**src/rtl/mem_req_arbiter.sv**
```systemverilog
// Round-robin arbiter sharing one memory port between IFU (read-only) and LSU.
// One transaction in flight: IDLE handshake -> LATENCY WAIT cycles -> RESP handshake.
module mem_req_arbiter #(
  parameter int ADDR_W  = 32,
  parameter int DATA_W  = 32,
  parameter int LATENCY = 1
) (
  input  logic              clk,
  input  logic              rst_n,
  input  logic              ifu_req_valid,
  output logic              ifu_req_ready,
  input  logic [ADDR_W-1:0] ifu_req_addr,
  output logic              ifu_resp_valid,
  input  logic              ifu_resp_ready,
  output logic [DATA_W-1:0] ifu_resp_data,
  input  logic              lsu_req_valid,
  output logic              lsu_req_ready,
  input  logic              lsu_req_wen,
  input  logic [ADDR_W-1:0] lsu_req_addr,
  input  logic [DATA_W-1:0] lsu_req_wdata,
  input  logic [7:0]        lsu_req_wmask,
  output logic              lsu_resp_valid,
  input  logic              lsu_resp_ready,
  output logic [DATA_W-1:0] lsu_resp_data,
  output logic              mem_valid,
  output logic              mem_wen,
  output logic [ADDR_W-1:0] mem_raddr,
  output logic [ADDR_W-1:0] mem_waddr,
  output logic [DATA_W-1:0] mem_wdata,
  output logic [7:0]        mem_wmask,
  input  logic [DATA_W-1:0] mem_rdata
);

  localparam int CW = (LATENCY > 1) ? $clog2(LATENCY) : 1;
  localparam logic [CW-1:0] CNT_INIT = CW'(LATENCY - 1);

  typedef enum logic [1:0] {IDLE, WAIT, RESP} state_t;
  typedef enum logic {GRANT_IFU, GRANT_LSU} grant_t;

  state_t            state, state_nxt;
  grant_t            last_grant, owner;
  logic [CW-1:0]     cnt;
  logic [ADDR_W-1:0] addr_q;
  logic              wen_q;
  logic [DATA_W-1:0] wdata_q;
  logic [7:0]        wmask_q;
  logic [DATA_W-1:0] rdata_q;
  logic              ifu_grant, lsu_grant, resp_fire, first_wait;

  always_ff @(posedge clk or negedge rst_n) begin
    if (!rst_n) state <= IDLE;
    else        state <= state_nxt;
  end

  always_comb begin
    state_nxt      = state;
    ifu_grant      = 1'b0;
    lsu_grant      = 1'b0;
    resp_fire      = 1'b0;
    ifu_resp_valid = 1'b0;
    lsu_resp_valid = 1'b0;
    mem_valid      = 1'b0;
    mem_wen        = 1'b0;
    first_wait     = (cnt == CNT_INIT);
    case (state)
      IDLE: begin
        // Tie goes to whoever was not granted last
        ifu_grant = ifu_req_valid && (!lsu_req_valid || last_grant == GRANT_LSU);
        lsu_grant = lsu_req_valid && (!ifu_req_valid || last_grant == GRANT_IFU);
        if (ifu_grant || lsu_grant) state_nxt = WAIT;
      end
      WAIT: begin
        // Writes strobe only the first cycle so the model writes exactly once
        mem_valid = !wen_q || first_wait;
        mem_wen   = wen_q && first_wait;
        if (cnt == '0) state_nxt = RESP;
      end
      RESP: begin
        ifu_resp_valid = (owner == GRANT_IFU);
        lsu_resp_valid = (owner == GRANT_LSU);
        resp_fire = (owner == GRANT_IFU) ? ifu_resp_ready : lsu_resp_ready;
        if (resp_fire) state_nxt = IDLE;
      end
      default: state_nxt = IDLE;
    endcase
  end

  assign ifu_req_ready = ifu_grant;
  assign lsu_req_ready = lsu_grant;
  assign ifu_resp_data = rdata_q;
  assign lsu_resp_data = rdata_q;
  assign mem_raddr     = addr_q;
  assign mem_waddr     = addr_q;
  assign mem_wdata     = wdata_q;
  assign mem_wmask     = wmask_q;

  always_ff @(posedge clk or negedge rst_n) begin
    if (!rst_n) begin
      last_grant <= GRANT_IFU;
      owner      <= GRANT_IFU;
      cnt        <= '0;
      addr_q     <= '0;
      wen_q      <= 1'b0;
      wdata_q    <= '0;
      wmask_q    <= '0;
      rdata_q    <= '0;
    end else begin
      case (state)
        IDLE: begin
          if (ifu_grant) begin
            owner      <= GRANT_IFU;
            last_grant <= GRANT_IFU;
            addr_q     <= ifu_req_addr;
            wen_q      <= 1'b0;
            wdata_q    <= '0;
            wmask_q    <= '0;
            cnt        <= CNT_INIT;
          end else if (lsu_grant) begin
            owner      <= GRANT_LSU;
            last_grant <= GRANT_LSU;
            addr_q     <= lsu_req_addr;
            wen_q      <= lsu_req_wen;
            wdata_q    <= lsu_req_wdata;
            wmask_q    <= lsu_req_wmask;
            cnt        <= CNT_INIT;
          end
        end
        WAIT: begin
          if (cnt == '0) rdata_q <= wen_q ? '0 : mem_rdata;
          else           cnt <= cnt - CW'(1);
        end
        default: ;
      endcase
    end
  end

endmodule
```
**config.mk**
```make
export PLATFORM = sky130hd
export DESIGN_NAME = mem_req_arbiter
export DESIGN_NICKNAME = d
export VERILOG_FILES = /design/src/rtl/mem_req_arbiter.sv
export SDC_FILE = /design/constraint.sdc
export NUM_CORES = 1
export LEC_CHECK = 0
export CAP_MARGIN = 10
export CORE_MARGIN = 10
export CORE_UTILIZATION = 40
export DETAILED_ROUTE_END_ITERATION = 8
export HOLD_SLACK_MARGIN = 0.12
export PLACE_DENSITY = 0.95
export SETUP_SLACK_MARGIN = 0.1
export SLEW_MARGIN = 25
export SYNTH_ARGS = -nofsm -noshare
export SYNTH_HDL_FRONTEND = slang
export SYNTH_SLANG_ARGS = --single-unit
```
**constraint.sdc**
```tcl
create_clock -name clk -period 3.7 [get_ports clk]
set_input_delay 0.74 -clock clk [delete_from_list [all_inputs] [get_ports clk]]
set_output_delay 0.74 -clock clk [all_outputs]
set_load 0.01 [all_outputs]
```
==> impl_metrics.env, run 1 <==
export IMPL_htree_levels=3
export IMPL_worst_slew_pin_slew_ns=0.766
export IMPL_cts_tree="built"
export IMPL_drc=0
export IMPL_finalNetCount=874
export IMPL_grt_pass1_wl_um=29400
export IMPL_slowest_delay_ns=0.50
export IMPL_place_hpwl_um=14300
export IMPL_row_count=41
export IMPL_grt_total_usage=0.208
export IMPL_die_h_um=132
export IMPL_yosys_warnings=0
export IMPL_max_cap_violations=0
export IMPL_powerDensity_nw_per_um2=870
export IMPL_viasPerCell=5.23
export IMPL_drive_gt1_frac=0.0462
export IMPL_fin_cells=908
export IMPL_vias=4751
export IMPL_synth_most_common_cell="dfrtp_1"
export IMPL_yosys_area_top_type_share=0.534
export IMPL_cts_setup_buffers=0
export IMPL_grt_max_degree=67
export IMPL_wire_per_inst_um=20.8
export IMPL_synth_edf_count=0
export IMPL_fin_crit_ns=3.11
export IMPL_synth_cell_types=26
export IMPL_synth_area_top_cells="dfrtp_1, buf_4, a22o_1"
export IMPL_synth_area_um2=5060
export IMPL_synth_common_cells="dfrtp_1, buf_4, nand2_1, o21ai_1, a22o_1"
export IMPL_postCtsHoldBufs=0
export IMPL_ys_seq_area_frac=0.534
export IMPL_fp_coreArea_um2=12500
export IMPL_slew_viol_final=0
export IMPL_die_area_um2=17500
export IMPL_critical_path_arrival_ns=2.37
export IMPL_io_buffers=316
export IMPL_ys_ff_latch=108
export IMPL_fillers=959
export IMPL_rsz0062_at_grt="false"
export IMPL_drt_iter0_drc=309
export IMPL_die_w_um=132
export IMPL_place_ws_ns=0.587
export IMPL_synthesis_nets=648
export IMPL_syn_avg_cell_area_um2=10.0
export IMPL_overflow=0
export IMPL_clk_path_buf_depth=2
export IMPL_fin_skew_ns=0.0105
export IMPL_cp_max_fo=34
export IMPL_synth_top_cell_by_area="dfrtp_1"
export IMPL_path_buf_inv=3
export IMPL_relSlewSlack=0.489
export IMPL_crit_path_frequent_cell="clkdlybuf4s50_1"
export IMPL_grt_pass1_vias=5017
export IMPL_antenna_found_initial=0
export IMPL_postSynth_asyncResetShare=1.00
export IMPL_place_congestion=0.797
export IMPL_hp_class="in2async"
export IMPL_endpoint_kind="output pin"
export IMPL_fin_hold_ws_ns=0.458
export IMPL_fmax_mhz=322
export IMPL_startpoint_type="input pin"
export IMPL_clkSinkCount=108
export IMPL_cts_resized=0
export IMPL_path_class="in2out"
export IMPL_final_util=0.646
export IMPL_root_buffer="clkbuf_16"
export IMPL_slowest_stage="clkdlybuf4s50_1"
export IMPL_ios=317
export IMPL_final_hold_viol_count=0
export IMPL_setup_viol=0
export IMPL_required_ns=2.96
export IMPL_synth_cells=505
export IMPL_cts_buffers=9
export IMPL_ant_nets=0
export IMPL_critPathTopFamily="buffers and inverters"
export IMPL_dr_pass1_iters=5
export IMPL_synth_main_ff_cell="dfrtp_1"
export IMPL_fin_tns_setup_ns=0
export IMPL_area_growth_syn_to_layout_pct=59.8
export IMPL_status="finished, final reports clean"
export IMPL_clkTransAtPathRegs_ns=0.08
export IMPL_insertion_delay_ns=0.34
export IMPL_start_util=0.404
export IMPL_power_leakage_nw=3.35
export IMPL_antenna_cells=0
export IMPL_peakVddDrop_uv=473
export IMPL_cp_cell_sequence="clkdlybuf4s50_1 > buf_4 > nand2_1 > and3_1 > clkdlybuf4s50_1"
export IMPL_wirelength_um=18800
export IMPL_final_setup_worst_slack_ns=0.592
export IMPL_min_period_over_period=0.840
export IMPL_placedCellCount=892
==> final timing paths <==
check | start | to | slack (ns) | cells past startpoint
worst max register to register | state[0] | mem_raddr[14] | 1.18 | 5
min in group clk | mem_wdata[21] | mem_wdata[21] | 0.51 | 1
max in group asynchronous | rst_n | mem_wdata[3] | 2.47 | 2
worst min-delay path | rst_n | ifu_resp_data[9] | 0.46 | 1
worst max-delay path | ifu_req_valid | lsu_req_ready | 0.59 | 5
worst min register to register | mem_wdata[21] | mem_wdata[21] | 0.51 | 1
==> per-stage QoR <==
stage / instance area [um^2] / power [mW]
after detailed placement: 7780 / 6.13
after global placement: 7780 / 6.01
after CTS: 8080 / 7.13
after global routing: 8080 / 7.49
after floorplan: 5060 / 4.25
final: 8080 / 7.04
==> worst register-to-register path, cell delays in order (launching register included) <==
cell	delay, ns
dfrtp_1	0.43
nor2_4	0.13
buf_4	0.54
nand2_4	0.46
inv_2	0.60
a31oi_1	0.21
==> cells in the final DEF (no fill, tap or decap), drive strengths merged, types with 3 or more instances in the layout <==
| master | count |
|---|---|
| buf | 10 |
| clkinv | 4 |
| clkdlybuf4s50 | 315 |
| a21oi | 33 |
| nor2 | 6 |
| nand2 | 66 |
| inv | 6 |
| dfrtp | 108 |
| a31oi | 32 |
| clkbuf | 10 |
| nand4 | 32 |
| nand2b | 3 |
| a22o | 41 |
| o21ai | 65 |
==> routing by layer <==
| layer | vias to the layer above | track usage | wire length [um] | part of all wire |
|---|---|---|---|---|
| met5 | - | 0 | 0 | 0 |
| met4 | 0 | 0.0764 | 497 | 0.026 |
| met3 | 30 | 0.0693 | 1680 | 0.089 |
| met2 | 261 | 0.365 | 9550 | 0.51 |
| met1 | 2269 | 0.228 | 7120 | 0.38 |
| li1 | 2191 | - | - | - |
==> area by class of cell <==
cell class | count | area (um^2) | area share
tap | 172 | 215 | 0.0266
timing repair buffer | 325 | 3240 | 0.401
clock inverter | 6 | 67.6 | 0.00836
multi-input combinational | 283 | 1600 | 0.198
inverter | 4 | 15.0 | 0.00186
sequential | 108 | 2700 | 0.334
clock buffer | 10 | 239 | 0.0296
==> logic make-up (layout without fill, tap and decap cells) <==
logic type             Yosys count  after routing  synth area share
AO/OA/AOI/OAI                  171            171             0.208
buffers and inverters          114            345             0.150
AND/OR/NAND/NOR                111            111             0.106
flip-flops                     108            108             0.534
multiplexers                     1              1           0.00223
==> power breakdown <==
part           switching, mW  total [mW]  internal (mW)
Clock                  0.464       0.959          0.495
Combinational           1.81        3.88           2.07
Sequential             0.449        2.19           1.74
==> flip-flops by register name, summed over array words and instances, names as in the netlist <==
name / cells
owner: 1
ifu_resp_data: 32
mem_wdata: 32
mem_wmask: 8
state: 2
mem_raddr: 32
wen_q: 1
Note: power is estimated with default switching activity, not from simulation.
==> run 2: changes to the inputs <==
Settings changed: CORE_UTILIZATION 40 to 37, PLACE_DENSITY 0.95 to 0.91.
Clock period 3.7 ns to 3 ns, I/O delays scaled along.
==> impl_metrics.env, run 2 (synthesis results as in run 1) <==
export IMPL_status="finished, final reports clean"
export IMPL_grt_total_usage=0.190
export IMPL_area_growth_syn_to_layout_pct=60.1
export IMPL_required_ns=2.40
export IMPL_place_hpwl_um=14500
export IMPL_viasPerCell=5.19
export IMPL_root_buffer="clkbuf_16"
export IMPL_slew_viol_final=0
export IMPL_place_ws_ns=0.234
export IMPL_ant_nets=0
export IMPL_htree_levels=3
export IMPL_relSlewSlack=0.495
export IMPL_critPathTopFamily="buffers and inverters"
export IMPL_overflow=0
export IMPL_endpoint_kind="output pin"
export IMPL_wire_per_inst_um=20.7
export IMPL_vias=4734
export IMPL_clkSinkCount=108
export IMPL_io_buffers=316
export IMPL_fmax_mhz=360
export IMPL_grt_pass1_vias=4862
export IMPL_drt_iter0_drc=237
export IMPL_path_buf_inv=2
export IMPL_powerDensity_nw_per_um2=1080
export IMPL_peakVddDrop_uv=472
export IMPL_final_setup_worst_slack_ns=0.225
export IMPL_drive_gt1_frac=0.0475
export IMPL_fin_skew_ns=0.00866
export IMPL_r2r_setup_slack_ns=0.99
export IMPL_final_util=0.609
export IMPL_worst_slew_pin_slew_ns=0.758
export IMPL_wirelength_um=18900
export IMPL_r2r_end="mem_raddr[24]"
export IMPL_cts_tree="built"
export IMPL_dr_pass1_iters=4
export IMPL_slowest_stage="clkdlybuf4s50_1"
export IMPL_start_util=0.380
export IMPL_postCtsHoldBufs=0
export IMPL_path_class="in2out"
export IMPL_layout_commonest_cell="clkdlybuf4s50_1"
export IMPL_min_period_over_period=0.925
export IMPL_clkTransAtPathRegs_ns=0.07
export IMPL_fp_coreArea_um2=13300
export IMPL_die_h_um=137
export IMPL_insertion_delay_ns=0.34
export IMPL_finalNetCount=876
export IMPL_reg2reg_depth=5
export IMPL_place_congestion=0.820
export IMPL_cts_buffers=9
export IMPL_final_hold_viol_count=0
export IMPL_cp_cell_sequence="clkdlybuf4s50_1 > or3b_4 > nor2_2 > clkdlybuf4s50_1"
export IMPL_power_leakage_nw=3.36
export IMPL_fin_cells=913
export IMPL_hp_class="in2async"
export IMPL_reg2reg_from="state[0]"
export IMPL_ios=317
export IMPL_fin_tns_setup_ns=0
export IMPL_setup_viol=0
export IMPL_layout_common_cells="clkdlybuf4s50_1, dfrtp_1, nand2_1, o21ai_1, a22o_1"
export IMPL_max_cap_violations=0
export IMPL_grt_pass1_wl_um=27800
export IMPL_cts_resized=0
export IMPL_placedCellCount=898
export IMPL_fin_crit_ns=2.77
export IMPL_clk_path_buf_depth=2
export IMPL_rsz0062_at_grt="false"
export IMPL_cp_max_fo=3
export IMPL_row_count=42
export IMPL_fin_hold_ws_ns=0.333
export IMPL_cts_setup_buffers=0
export IMPL_die_area_um2=18700
export IMPL_drc=0
export IMPL_crit_path_frequent_cell="clkdlybuf4s50_1"
export IMPL_grt_max_degree=67
export IMPL_antenna_found_initial=0
export IMPL_slowest_delay_ns=0.58
export IMPL_die_w_um=137
export IMPL_startpoint_type="input pin"
export IMPL_critical_path_arrival_ns=2.17
export IMPL_antenna_cells=0
[run 2: changes by cell type in the layout (fill, tap and decap cells not counted)]
| cell | previous run | this run |
|---|---|---|
| clkinv_4 | 2 | 0 |
| clkinvlp_4 | 0 | 1 |
| clkinv_8 | 2 | 0 |
| bufinv_16 | 0 | 1 |
| buf_4 | 9 | 11 |
| clkinv_2 | 0 | 1 |
[run 2: routing by layer]
metal  share of wire  global-route usage  up-vias
met3           0.094              0.0568       34
li1                -                   -     2191
met1            0.37               0.214     2254
met5               0                   0        -
met4           0.027              0.0697        0
met2            0.51               0.333      255
[run 2: final cells by class]
| class | count | area (um^2) |
|---|---|---|
| multi-input cells | 283 | 1600 |
| clock buffers | 10 | 239 |
| fillers | 1121 | 5200 |
| flip-flops and latches | 108 | 2700 |
| clock inverters | 5 | 60.1 |
| inverters | 4 | 15.0 |
| well taps | 176 | 220 |
| repair buffers | 327 | 3260 |
[run 2: power breakdown]
part	switching, mW	internal, mW	leakage, nW
clock	0.536	0.671	0.145
sequential	0.558	2.15	1.33
combinational	2.23	2.56	1.88
[run 2: worst max path at each step]
stage	start	slack [ns]	end	depth (start not counted)
floorplan	ifu_req_valid	1.01	ifu_req_ready	4
global placement	ifu_req_valid	0.23	ifu_req_ready	4
detailed placement	ifu_req_valid	0.23	ifu_req_ready	4
CTS	ifu_req_valid	0.22	ifu_req_ready	4
global route	ifu_req_valid	0.16	ifu_req_ready	4
finish	ifu_req_valid	0.23	ifu_req_ready	4
[run 2: metrics by stage]
stage | total power, mW | area, um^2
after floorplan | 5.24 | 5060
after global placement | 7.44 | 7800
after detailed placement | 7.57 | 7800
after CTS | 8.82 | 8100
after global routing | 9.25 | 8100
final | 8.71 | 8100
[run 2: worst register-to-register path, cell delays in order (launching register included)]
cell and delay, ns:
dfrtp_1 0.45, nor2_4 0.13, buf_4 0.54, nand2_4 0.08, inv_2 0.46, a31oi_1 0.19
